[config.mk]
export PLATFORM = sky130hd
export DESIGN_NAME = srl_fifo_ctrl
export DESIGN_NICKNAME = d
export VERILOG_FILES = /design/src/rtl/srl_fifo_ctrl.sv
export SDC_FILE = /design/constraint.sdc
export NUM_CORES = 1
export LEC_CHECK = 0
export CAP_MARGIN = 20
export CORE_ASPECT_RATIO = 1.4
export CORE_MARGIN = 2
export CORE_UTILIZATION = 50
export DETAILED_ROUTE_END_ITERATION = 6
export PLACE_DENSITY = 0.65
export SETUP_SLACK_MARGIN = 0.1
export SLEW_MARGIN = 0
export SYNTH_ARGS = -nofsm -noshare
export SYNTH_HDL_FRONTEND = slang
export SYNTH_SLANG_ARGS = --single-unit
[constraint.sdc]
create_clock -name clk -period 6.1 [get_ports clk]
set_input_delay 1.22 -clock clk [delete_from_list [all_inputs] [get_ports clk]]
set_output_delay 1.22 -clock clk [all_outputs]
set_load 0.01 [all_outputs]
[src/rtl/srl_fifo_ctrl.sv]
// srl_fifo_ctrl: shift-register FIFO whose storage maps onto SRL primitives.
// Define SRL_FIFO_OREG_EN to add a registered output stage (capacity DEPTH+1).
module srl_fifo_ctrl #(
    parameter int WIDTH = 8,
    parameter int DEPTH = 16,
    localparam int AW = $clog2(DEPTH + 1)
) (
    input  logic             clk,
    input  logic             r,
    input  logic             in_valid,
    output logic             in_ready,
    input  logic [WIDTH-1:0] in_data,
    output logic             out_valid,
    input  logic             out_ready,
    output logic [WIDTH-1:0] out_data,
    output logic [AW-1:0]    count
);

    localparam int TW = $clog2(DEPTH);
    localparam logic [AW-1:0] FULL = AW'(DEPTH);

    logic [WIDTH-1:0] srl [DEPTH];
    logic [AW-1:0]    scnt;
    logic [TW-1:0]    tap;
    logic [WIDTH-1:0] head;
    logic             push;
    logic             take;

    assign in_ready = (scnt != FULL);
    assign push     = in_valid & in_ready;
    assign tap      = TW'(scnt - AW'(1));
    // Guard keeps the tap in range for non-power-of-two depths when empty.
    assign head     = (scnt != '0) ? srl[tap] : '0;

    // No reset and a single write path so the bank maps onto SRLs.
    always_ff @(posedge clk) begin
        if (push) begin
            srl[0] <= in_data;
            for (int k = 1; k < DEPTH; k++) begin
                srl[k] <= srl[k-1];
            end
        end
    end

    always_ff @(posedge clk) begin
        if (r) begin
            scnt <= '0;
        end else if (push && !take) begin
            scnt <= scnt + AW'(1);
        end else if (!push && take) begin
            scnt <= scnt - AW'(1);
        end
    end

`ifdef SRL_FIFO_OREG_EN
    logic [WIDTH-1:0] oreg;
    logic             ovld;

    // An SRL read into the output register retires a word from scnt.
    assign take = (scnt != '0) & (~ovld | out_ready);

    always_ff @(posedge clk) begin
        if (take) begin
            oreg <= head;
        end
    end

    always_ff @(posedge clk) begin
        if (r) begin
            ovld <= 1'b0;
        end else if (take) begin
            ovld <= 1'b1;
        end else if (ovld && out_ready && scnt == '0) begin
            ovld <= 1'b0;
        end
    end

    assign out_valid = ovld;
    assign out_data  = oreg;
    assign count     = scnt + AW'(ovld);
`else
    assign out_valid = (scnt != '0);
    assign out_data  = head;
    assign take      = out_valid & out_ready;
    assign count     = scnt;
`endif

    a_scnt_range: assert property (
        @(posedge clk) disable iff (r) scnt <= FULL
    );

    a_no_overflow: assert property (
        @(posedge clk) disable iff (r) !(push && !take && scnt == FULL)
    );

    a_no_underflow: assert property (
        @(posedge clk) disable iff (r) !(take && !push && scnt == '0)
    );

endmodule

==> flow_metrics.py <==
metrics = {
    "critical_path": {
        "cp_max_fo": 20,
        "arrival_ns": 3.35,
        "rr_endpoint": "count[3]",
        "end_kind": "primary output",
        "r2r_slack_ns": 3.44,
        "required_ns": 4.88,
        "crit_slowest_cell": "ha_1",
        "crit_chain": "inv_1, ha_1, buf_4, mux2_2, o31ai_1, o32ai_1, clkdlybuf4s50_1",
        "startpoint_type": "flop",
        "worstSetupPathType": "flop to primary output",
        "max_stage_delay_ns": 0.74,
        "r2r-start": "count[0]",
        "crit_end": "out_data[6]",
        "startpoint": "count[1]",
        "rr_worst_depth": 9,
    },
    "route": {
        "drc_errors": 0,
        "wl_per_cell_um": 18.5,
        "vias": 2414,
        "finalWirelength_mm": 7.99,
        "drt_iter0_drc": 220,
        "first_pass_iters": 4,
        "vias_per_cell": 5.60,
        "ant_nets": 0,
    },
    "synth": {
        "yosysWarnings": 0,
        "netlist_top_cells_area": "edfxtp_1, mux4_2, mux2i_1",
        "synth_top_cell_by_area": "edfxtp_1",
        "synth_area_per_cell_um2": 21.4,
        "synth_seq_cells": 133,
        "synth_most_common_cell": "edfxtp_1",
        "yosysTopAreaCellShare_pct": 73.7,
        "synth_flop_cell": "edfxtp_1",
        "synth_cell_types": 31,
        "synthArstFlopShare_pct": 0,
        "syn_area_um2": 5210,
        "synth-edff-count": 128,
        "netlist_instances": 244,
        "synth_common_cells": "edfxtp_1, mux4_2, mux2i_1",
        "postSynthNetCount": 259,
        "ys_seq_area_share_pct": 75.7,
    },
    "floorplan": {
        "coreArea_um2": 10200,
        "fp.dieW_um": 90.3,
        "rows": 44,
        "fp.dieH_um": 125,
        "dieArea_um2": 11300,
        "initial_core_util_pct": 50.9,
        "num_io_pins": 27,
    },
    "power": {
        "comb_power_share_pct": 31.6,
        "power.density_nw_per_um2": 518,
        "power_frac_clock_pct": 27.3,
        "power.internal_mw": 2.29,
        "leakagePower_nw": 2.08,
        "sw_frac_of_total_pct": 28.2,
        "power_switching_uw": 900,
        "seq_power_share_pct": 41.1,
        "max-vdd-ir-drop_uv": 262,
    },
    "placement": {
        "place_congestion": 0.719,
        "dp_hpwl_mm": 4.67,
        "place_inst": 402,
        "numPortBuffers": 26,
    },
    "run_status": {
        "status": "completed",
    },
    "timing": {
        "fin_setup_tns_ns": 0,
        "worst_pin_slew_ns": 0.855,
        "clock.fmax_mhz": 219,
        "setup_viol": 0,
        "grt_setup_unrepaired": "no",
        "drv_slew": 0,
        "clock-skew-final_ns": 0.00747,
        "slew_headroom_pct": 42.8,
        "fin_crit_ns": 4.57,
        "hold_viol_final": 0,
        "finalCritPeriodShare_pct": 74.9,
    },
    "cts": {
        "cts_sinks": 133,
        "postCtsSetupRepairBufs": 0,
        "cts-root-buf": "clkbuf_16",
        "cts_tree": "done",
        "cts_max_level": 4,
        "cts_resized": 0,
        "path_clk_slew_ns": 0.05,
        "insertion_delay_ns": 0.41,
        "numCtsBuffers": 17,
        "hold_buffers": 0,
        "cts.path.max_buffers": 2,
    },
    "final_layout": {
        "n_antenna_cell": 0,
        "syn_to_final_growth_pct": 17.9,
        "stdcell_count": 431,
        "drive_above_1_share_pct": 20.5,
        "final_nets": 299,
    },
    "global_routing": {
        "first_global_vias": 2497,
        "grt_max_degree": 97,
        "grt_antenna_before_repair": 0,
        "grt-ovfl-total": 0,
        "grt_pass1_wl_mm": 13.3,
        "grt_usage_pct": 15.7,
    },
    "worst_hold_path": {
        "hold_class": "flop to flop",
    },
    "job": {
        "max-cap-violations": 0,
    },
}
==> power by group through the flow <==
stage          Clock, mW  Combinational [mW]  Sequential [mW]
6_report           0.870                1.01             1.31
3_5_place_dp           0                1.01             1.33
2_1_floorplan          0               0.705             1.30
3_3_place_gp           0               0.995             1.31
5_1_grt            0.938                1.09             1.33
4_1_cts            0.893                1.02             1.31
==> placed cells by master, fill, tap and decap left out, types with 3 or more instances in the layout <==
master / instances
a21oi_1: 5
buf_4: 4
clkbuf_16: 17
clkdlybuf4s50_1: 26
clkinv_1: 5
dfxtp_1: 4
edfxtp_1: 128
ha_1: 3
inv_1: 3
mux2i_1: 19
mux4_2: 29
nand3_1: 4
nor2_1: 6
o22ai_1: 7
==> worst min-delay path by stage <==
stage,from,endpoint,slack (ns),cells after the start
global route,srl[4][2],srl[5][2],0.45,0
floorplan,srl[7][6],srl[8][6],0.42,0
CTS,srl[5][6],srl[6][6],0.44,0
detailed placement,srl[5][6],srl[6][6],0.43,0
finish,srl[7][3],srl[8][3],0.44,0
global placement,srl[2][1],srl[3][1],0.43,0
==> per-stage QoR <==
| step | hold WS (ns) | area, um2 | power [mW] | util, % | setup slack, ns |
|---|---|---|---|---|---|
| floorplan | 0.417 | 5210 | 2.01 | - | 0.668 |
| global placement | 0.426 | 5610 | 2.31 | 54.8 | 1.94 |
| detailed placement | 0.430 | 5620 | 2.34 | 54.9 | 1.93 |
| CTS | 0.442 | 6120 | 3.22 | 59.7 | 1.48 |
| global route | 0.447 | 6140 | 3.36 | 60.0 | 1.30 |
| finish | 0.442 | 6140 | 3.18 | 60.0 | 1.53 |
==> worst max-delay path, delay by kind of cell, from the launching register on <==
kind | cells | cell delay, ns
adder cells (fa/ha/maj) | 1 | 0.74
buffers and inverters | 3 | 1.05
AO/OA/AOI/OAI | 2 | 0.32
multiplexers | 1 | 0.38
flip-flops | 1 | 0.44
==> cell type report <==
class | count | area [um2]
inverter | 3 | 11.3
clock buffer | 19 | 433
sequential | 133 | 3950
fill | 804 | 4100
tap | 138 | 173
multi-input combinational | 97 | 1190
clock inverter | 9 | 66.3
timing repair buffer | 32 | 323
==> logic make-up (layout without fill, tap and decap cells) <==
family | count (synthesis) | after routing | synth area share [%]
XOR/XNOR | 5 | 5 | 0.840
AND/OR/NAND/NOR | 20 | 20 | 1.99
multiplexers | 50 | 50 | 16.9
adder cells (fa/ha/maj) | 3 | 3 | 0.720
flip-flops | 133 | 133 | 75.7
AO/OA/AOI/OAI | 19 | 19 | 2.26
buffers and inverters | 14 | 63 | 1.63
==> layer usage <==
layer | global-route usage (%) | vias up | part of all wire (%)
met1 | 22.3 | 1255 | 47
met5 | 0 | - | 0
met3 | 5.87 | 11 | 3.1
li1 | - | 1098 | -
met4 | 7.15 | 0 | 2.1
met2 | 21.9 | 50 | 48
==> flip-flops by register name (all words and copies together), names as in the netlist <==
signal,cells
count,5
srl,128
(Power assumes the default switching activity.)
